--- config.mk ---
export PLATFORM = sky130hd
export DESIGN_NAME = lvds_word_aligner
export DESIGN_NICKNAME = d
export VERILOG_FILES = /design/src/rtl/lvds_word_aligner.sv
export SDC_FILE = /design/constraint.sdc
export NUM_CORES = 1
export LEC_CHECK = 0
export CAP_MARGIN = 20
export CORE_MARGIN = 1.5
export CORE_UTILIZATION = 35
export DETAILED_ROUTE_END_ITERATION = 8
export GPL_TIMING_DRIVEN = 1
export PLACE_DENSITY = 0.6
export SYNTH_ARGS = -nofsm -noshare
export SYNTH_HDL_FRONTEND = slang
export SYNTH_SLANG_ARGS = --single-unit
--- constraint.sdc ---
create_clock -name sample_clk -period 1.9 [get_ports sample_clk]
set_input_delay 0.38 -clock sample_clk [delete_from_list [all_inputs] [get_ports sample_clk]]
set_output_delay 0.38 -clock sample_clk [all_outputs]
set_load 0.005 [all_outputs]
--- src/rtl/lvds_word_aligner.sv ---
// Per-lane ISERDES word aligner: slips each lane until TRAIN_PATTERN is seen LOCK_COUNT times in a row.
// Define ALIGN_ERR_CNT_EN to add per-lane post-lock mismatch counters on err_cnt.
module lvds_word_aligner #(
    parameter int                   N_LANES       = 2,
    parameter int                   DIN_WIDTH     = 8,
    parameter logic [DIN_WIDTH-1:0] TRAIN_PATTERN = 8'hF0,
    parameter int                   SLIP_HOLDOFF  = 16,
    parameter int                   LOCK_COUNT    = 8,
    parameter int                   MAX_SLIPS     = 16
) (
    input  logic                           sample_clk,
    input  logic                           reset_n,
    input  logic                           start,
    input  logic [N_LANES*DIN_WIDTH-1:0]   data_in,
    output logic [N_LANES-1:0]             bitslip,
    output logic [N_LANES-1:0]             locked,
    output logic [N_LANES-1:0]             fail,
    output logic                           done
`ifdef ALIGN_ERR_CNT_EN
   ,output logic [N_LANES*16-1:0]          err_cnt
`endif
);

    localparam int HO_W = ($clog2(SLIP_HOLDOFF + 1) > 0) ? $clog2(SLIP_HOLDOFF + 1) : 1;
    localparam int MC_W = ($clog2(LOCK_COUNT + 1) > 0) ? $clog2(LOCK_COUNT + 1) : 1;
    localparam int SL_W = ($clog2(MAX_SLIPS + 1) > 0) ? $clog2(MAX_SLIPS + 1) : 1;

    localparam logic [HO_W-1:0] HOLD_INIT  = HO_W'(SLIP_HOLDOFF - 1);
    localparam logic [MC_W-1:0] MATCH_LAST = MC_W'(LOCK_COUNT - 1);
    localparam logic [SL_W-1:0] SLIP_MAX   = SL_W'(MAX_SLIPS);

    typedef enum logic [2:0] {
        S_IDLE, S_WAIT, S_CHECK, S_SLIP, S_LOCKED, S_FAIL
    } state_t;

    logic [N_LANES-1:0] settled;

    for (genvar k = 0; k < N_LANES; k++) begin : g_lane
        state_t                state_q;
        logic [HO_W-1:0]       hold_q;
        logic [MC_W-1:0]       match_q;
        logic [SL_W-1:0]       slip_q;
        logic                  bitslip_q;
        logic                  locked_q;
        logic                  fail_q;
        logic [DIN_WIDTH-1:0]  word;

        assign word       = data_in[k*DIN_WIDTH +: DIN_WIDTH];
        assign bitslip[k] = bitslip_q;
        assign locked[k]  = locked_q;
        assign fail[k]    = fail_q;
        assign settled[k] = (state_q == S_LOCKED) || (state_q == S_FAIL);

        always_ff @(posedge sample_clk) begin
            if (!reset_n) begin
                state_q   <= S_IDLE;
                hold_q    <= '0;
                match_q   <= '0;
                slip_q    <= '0;
                bitslip_q <= 1'b0;
                locked_q  <= 1'b0;
                fail_q    <= 1'b0;
            end else if (start) begin
                state_q   <= S_WAIT;
                hold_q    <= HOLD_INIT;
                match_q   <= '0;
                slip_q    <= '0;
                bitslip_q <= 1'b0;
                locked_q  <= 1'b0;
                fail_q    <= 1'b0;
            end else begin
                bitslip_q <= 1'b0;
                case (state_q)
                    S_WAIT: begin
                        if (hold_q == '0) state_q <= S_CHECK;
                        else              hold_q  <= hold_q - 1'b1;
                    end
                    S_CHECK: begin
                        if (word == TRAIN_PATTERN) begin
                            match_q <= match_q + 1'b1;
                            if (match_q == MATCH_LAST) begin
                                state_q  <= S_LOCKED;
                                locked_q <= 1'b1;
                            end
                        end else begin
                            match_q <= '0;
                            if (slip_q == SLIP_MAX) begin
                                state_q <= S_FAIL;
                                fail_q  <= 1'b1;
                            end else begin
                                // Pulse is raised on entry so it is high for exactly the SLIP cycle.
                                state_q   <= S_SLIP;
                                bitslip_q <= 1'b1;
                            end
                        end
                    end
                    S_SLIP: begin
                        slip_q  <= slip_q + 1'b1;
                        hold_q  <= HOLD_INIT;
                        state_q <= S_WAIT;
                    end
                    default: ;
                endcase
            end
        end

`ifdef ALIGN_ERR_CNT_EN
        logic [15:0] err_q;
        assign err_cnt[k*16 +: 16] = err_q;

        always_ff @(posedge sample_clk) begin
            if (!reset_n || start) begin
                err_q <= '0;
            end else if (state_q == S_LOCKED && word != TRAIN_PATTERN && err_q != 16'hFFFF) begin
                err_q <= err_q + 16'd1;
            end
        end
`endif
    end

    // done reflects the lane states of the previous cycle, so it trails the last lock by one edge.
    always_ff @(posedge sample_clk) begin
        if (!reset_n || start) done <= 1'b0;
        else                   done <= &settled;
    end

endmodule
# Word-level counts from Yosys, hierarchy flattened
# Index checks and enable logic that the tools add are counted.
[totals] reg_bits=41 inputBits=19 output_inout_bits=7 elab_cells=110
[classes] n_addsub=6 n_eq_ne=28 muxes=22 bitwise=5 reduce_logical=30
[op_table] cell="2-to-1 mux 3 bit" count=8
[op_table] cell="AND reduction 3 bit" count=8
[op_table] cell="case mux 5 bit (2 select lines)" count=2
[op_table] cell="!= test 3 bit (second input constant)" count=6
[op_table] cell="case mux 3 bit (3 select lines)" count=2
[op_table] cell="equality test 8 bit (second input constant)" count=2
[op_table] cell="2-to-1 mux 4 bit" count=4
[op_table] cell="equality test 3 x 2 -> 1 bit (second input constant)" count=4
[op_table] cell="equality test 3 bit (second input constant)" count=4
[op_table] cell="nonzero test 3 bit" count=4
[op_table] cell="adder 5 x 1 -> 5 bit (second input constant)" count=2
[op_table] cell="equality test 5 bit (second input constant)" count=2
[op_table] cell="logical NOT 5 bit" count=2
[op_table] cell="2-to-1 mux 5 bit" count=2
[op_table] cell="AND reduction 2 bit" count=5
[op_table] cell="subtractor 5 x 1 -> 5 bit (second input constant)" count=2
[op_table] cell="adder 4 x 1 -> 4 bit (second input constant)" count=2
[op_table] cell="equality test 4 x 3 -> 1 bit (second input constant)" count=2
[op_table] cell="!= test 2 bit (second input constant)" count=4
[op_table] cell="!= test 4 bit (second input constant)" count=2
[op_table] cell="nonzero test 4 bit" count=2
[op_table] cell="OR reduction 4 bit" count=2
[op_table] cell="equality test 3 x 1 -> 1 bit (second input constant)" count=2
[op_table] cell="NOT 1 bit" count=5
[op_table] cell="5 further kinds" count=11

# Logic depth before layout (Yosys ltp)
[depth] depth_word=5 mapped_depth=6 ltp_nobuf=6

# Worst setup path after synthesis
# No wires, ideal clock.
[synth_timing] path_kind="input to register" startpoint="input port data_in[9]" endpoint="register g_lane[1].match_q[0]" setup_ns=0.067 arrival_ns=1.680 required_ns=1.833 setup_slack_ns=0.152 path_stages=5 n_path_buf=1 path_cell_list="or4_4 or2_0 buf_6 or3_4 a21oi_2"
[synth_via] elab_chain_len=2
[synth_lines] item="start: declaration" line="14" text="input logic [N_LANES*DIN_WIDTH-1:0] data_in,"
[synth_lines] item="equality test 8 bit" line="79" text="if (word == TRAIN_PATTERN) begin"
[synth_lines] item="2-to-1 mux 4 bit" line="79"
[synth_lines] item="end signal: assignment" line="80" text="match_q <= match_q + 1'b1;"
[synth_lines] item="end: declaration" line="41" text="logic [MC_W-1:0] match_q;"
# No other way between the ends.
# A chain may end at the register's enable or synchronous reset.

# Worst setup path in the final report
[layout_timing] startpoint="input port data_in[9]" endpoint="register g_lane[1].match_q[2]"
# Same word-level chain as after synthesis.

==> flow_summary.yaml <==
outcome:
  status: "complete, no violations"
floorplanning:
  initial_core_util_pct: 36.56
  die_h_um: 79.08
  core_area_um2: 5540
  die_area_um2: 6253
  boundaryPins: 26
  die-width_um: 79.08
  rows: 27
sta:
  slew_headroom_pct: 70.98
  fin_worst_skew_ns: 0.009968
  slew_viol_final: 0
  max_clock_freq_mhz: 550.2
  holdWs_ns: 0.4777
  setup_tns_ns: 0
  rsz0062_at_grt: "false"
  finalHoldViolations: 0
  tightestPinTransition_ns: 0.4320
  finalCritPeriodShare_pct: 95.66
  setup_violations: 0
  fin_crit_ns: 1.818
power:
  p_leak_nw: 0.9308
  powerDensity_nw_per_um2: 663.7
  ir_worst_vdd_v: 0.0002429
  netSwitchingPower_w: 0.0003973
  power_frac_seq_pct: 54.1
  clockPowerShare_pct: 34.6
  intPower_w: 0.001274
  comb_power_share_pct: 11.4
  power_w: 0.001671
  switching_share_pct: 23.78
place:
  placed_cells: 334
  post_dp_cell_area_um2: 2427
  io_buffer_count: 25
  dp_hpwl_mm: 2.904
  place.gp.congestion: 0.7856
yosys:
  postSynthAreaPerCell_um2: 8.657
  synth_fp_nets: 261
  ys_seq_area_share_pct: 40.52
  ys_types: 46
  postSynthCellCount: 234
  syn_area_um2: 2026
  synth_edf_count: 0
  synthFlopType: "dfxtp_1"
  async_flop_share_pct: 0
  ys.warnings.count: 0
  synth_seq_cells: 41
global_route:
  grt_pass1_vias: 1548
  grt_overflow: 0
  grt_start_max_net_pins: 18
  grt_pass1_wl_mm: 6.831
  grt_usage_pct: 13.94
  antenna_found_initial: 0
worst_setup_path:
  worstSetupStartpointType: "input pin"
  cp-end-kind: "flop"
  crit_fanout: 5
  critPathKind: "input pin to flop"
  cp.arrival_ns: 2.06
  crit_required_ns: 2.14
drt:
  dr.first_iter.drc_count: 63
  via_count: 1715
  drtAntennaViolNets: 0
  routedWlPerCell_um: 11.66
  drc: 0
  routed_wl_mm: 3.975
  dr.pass1.iters: 4
  viasPerCell: 5.029
final_layout:
  final_layout_size_suffix_gt1_share_pct: 10.78
  final_common_cell: "dfxtp_1"
  final_area_um2: 2517
  fillers: 563
  final_cell_mix: "dfxtp_1 (41), nor2_1 (26), clkdlybuf4s50_1 (25), buf_4 (17), nand2_1 (15)"
  layout.cells.non_filler: 341
  n_antenna_cell: 0
  synthToLayoutAreaGrowth_pct: 24.27
  fin_nets: 296
clocking:
  cts_tree: "built"
  max-clock-path-buffers: 2
  cts.sinks: 41
  cts_hold_buf: 0
  htreeDepth: 2
  cts_buffers: 5
  clkTransAtPathRegs_ns: 0.08
  clk_latency_ns: 0.29
  cts_root_buffer: "clkbuf_8"
run:
  cap_violations: 0
min_path:
  min_path_type: "flop to flop"
## repair_timing
action                     CTS  global route
buffers inserted             0             0
setup endpoints to repair    0             5
resized for setup            0             2
## power by group through the flow
stage | Sequential [W] | Clock, W | Combinational, W
final | 0.000903 | 0.000577 | 0.000190
after global routing | 0.000907 | 0.000652 | 0.000212
after CTS | 0.000904 | 0.000610 | 0.000191
after detailed placement | 0.000924 | 0 | 0.000191
after global placement | 0.000924 | 0 | 0.000188
after floorplan | 0.000919 | 0 | 0.000112
## worst max-delay path, cell delays in order
cell and delay (ns):
clkdlybuf4s50_1 0.39, or4_4 0.52, or2_1 0.28, buf_4 0.17, o21ai_1 0.14, a32o_1 0.17
## cell families (layout without fill, tap and decap cells)
group | after synthesis | after routing | synth area share, %
compound gates | 46 | 46 | 15.38
xor+xnor | 11 | 11 | 4.756
fa+ha+maj | 8 | 8 | 4.942
buf+inv | 28 | 63 | 6.671
flops | 41 | 41 | 40.52
mux | 3 | 3 | 1.482
simple gates | 97 | 97 | 26.25
## flip-flops by register name, summed over array words and instances, names as in the netlist
name              count
g_lane.fail_q         2
done                  1
g_lane.state_q        6
g_lane.bitslip_q      2
g_lane.locked_q       2
g_lane.hold_q        10
g_lane.match_q        8
g_lane.slip_q        10
## cells in the mapped netlist (2+ instances only)
| master | n | area share (%) |
|---|---|---|
| clkbuf_1 | 7 | 1.3 |
| a21oi_1 | 12 | 3.0 |
| nor3b_1 | 3 | 1.1 |
| o21a_1 | 4 | 1.5 |
| buf_4 | 6 | 2.2 |
| nor2b_1 | 3 | 0.93 |
| nor4_1 | 6 | 1.9 |
| or3b_1 | 2 | 0.86 |
| nand2b_1 | 5 | 1.5 |
| o311a_1 | 2 | 0.99 |
| and3b_1 | 4 | 1.7 |
| mux2i_1 | 3 | 1.5 |
| nand4_1 | 6 | 1.9 |
| or4_1 | 2 | 0.74 |
| nor2_1 | 26 | 4.8 |
| dfxtp_1 | 41 | 41 |
| xnor2_1 | 5 | 2.2 |
| o211ai_1 | 3 | 1.1 |
| o31ai_1 | 4 | 1.5 |
| a211oi_1 | 2 | 0.74 |
| nand3_1 | 6 | 1.5 |
| ha_1 | 8 | 4.9 |
| xor2_1 | 6 | 2.6 |
| o21ai_0 | 7 | 1.7 |
| nand3b_1 | 3 | 1.1 |
| o31a_1 | 3 | 1.3 |
| nor3_1 | 10 | 2.5 |
| nand2_1 | 15 | 2.8 |
| inv_1 | 13 | 2.4 |
## stage by stage
stage / setup WS, ns / util, %
detailed placement: -0.2573 / 43.81
finish: 0.08246 / 45.44
CTS: 0.06275 / 45.44
global route: 0.01022 / 45.44
floorplan: 0.1524 / -
global placement: -0.2407 / 43.81
## routing by layer
layer  vias up  track usage (%)  wire length, um
met5         -                0                0
met4         0            5.789               71
met3         6            4.368              219
met2        36            22.82             1784
met1       775            16.85             1900
li1        898                -                -
## final cells by class
cell class,instances,area (um^2),area share [%]
clock buffer,6,82.58,3.280
tap,72,90.09,3.579
inverter,13,48.80,1.938
clock inverter,1,7.507,0.2982
sequential,41,820.8,32.60
multi-input combinational,165,1070,42.50
timing repair buffer,43,397.9,15.81
## worst paths after layout
check	depth (start not counted)	start	end	slack (ns)
worst max-delay path	6	data_in[9]	g_lane[1].match_q[2]$_SDFFE_PP0N_	0.08
worst min-delay path	2	g_lane[0].match_q[3]$_SDFFE_PP0N_	g_lane[0].match_q[3]$_SDFFE_PP0N_	0.48
worst max register to register	6	g_lane[1].hold_q[0]$_SDFFE_PN0P_	g_lane[1].hold_q[2]$_SDFFE_PN0P_	0.18
worst min register to register	2	g_lane[0].match_q[3]$_SDFFE_PP0N_	g_lane[0].match_q[3]$_SDFFE_PP0N_	0.48
Note: power is estimated with default switching activity, not from simulation.
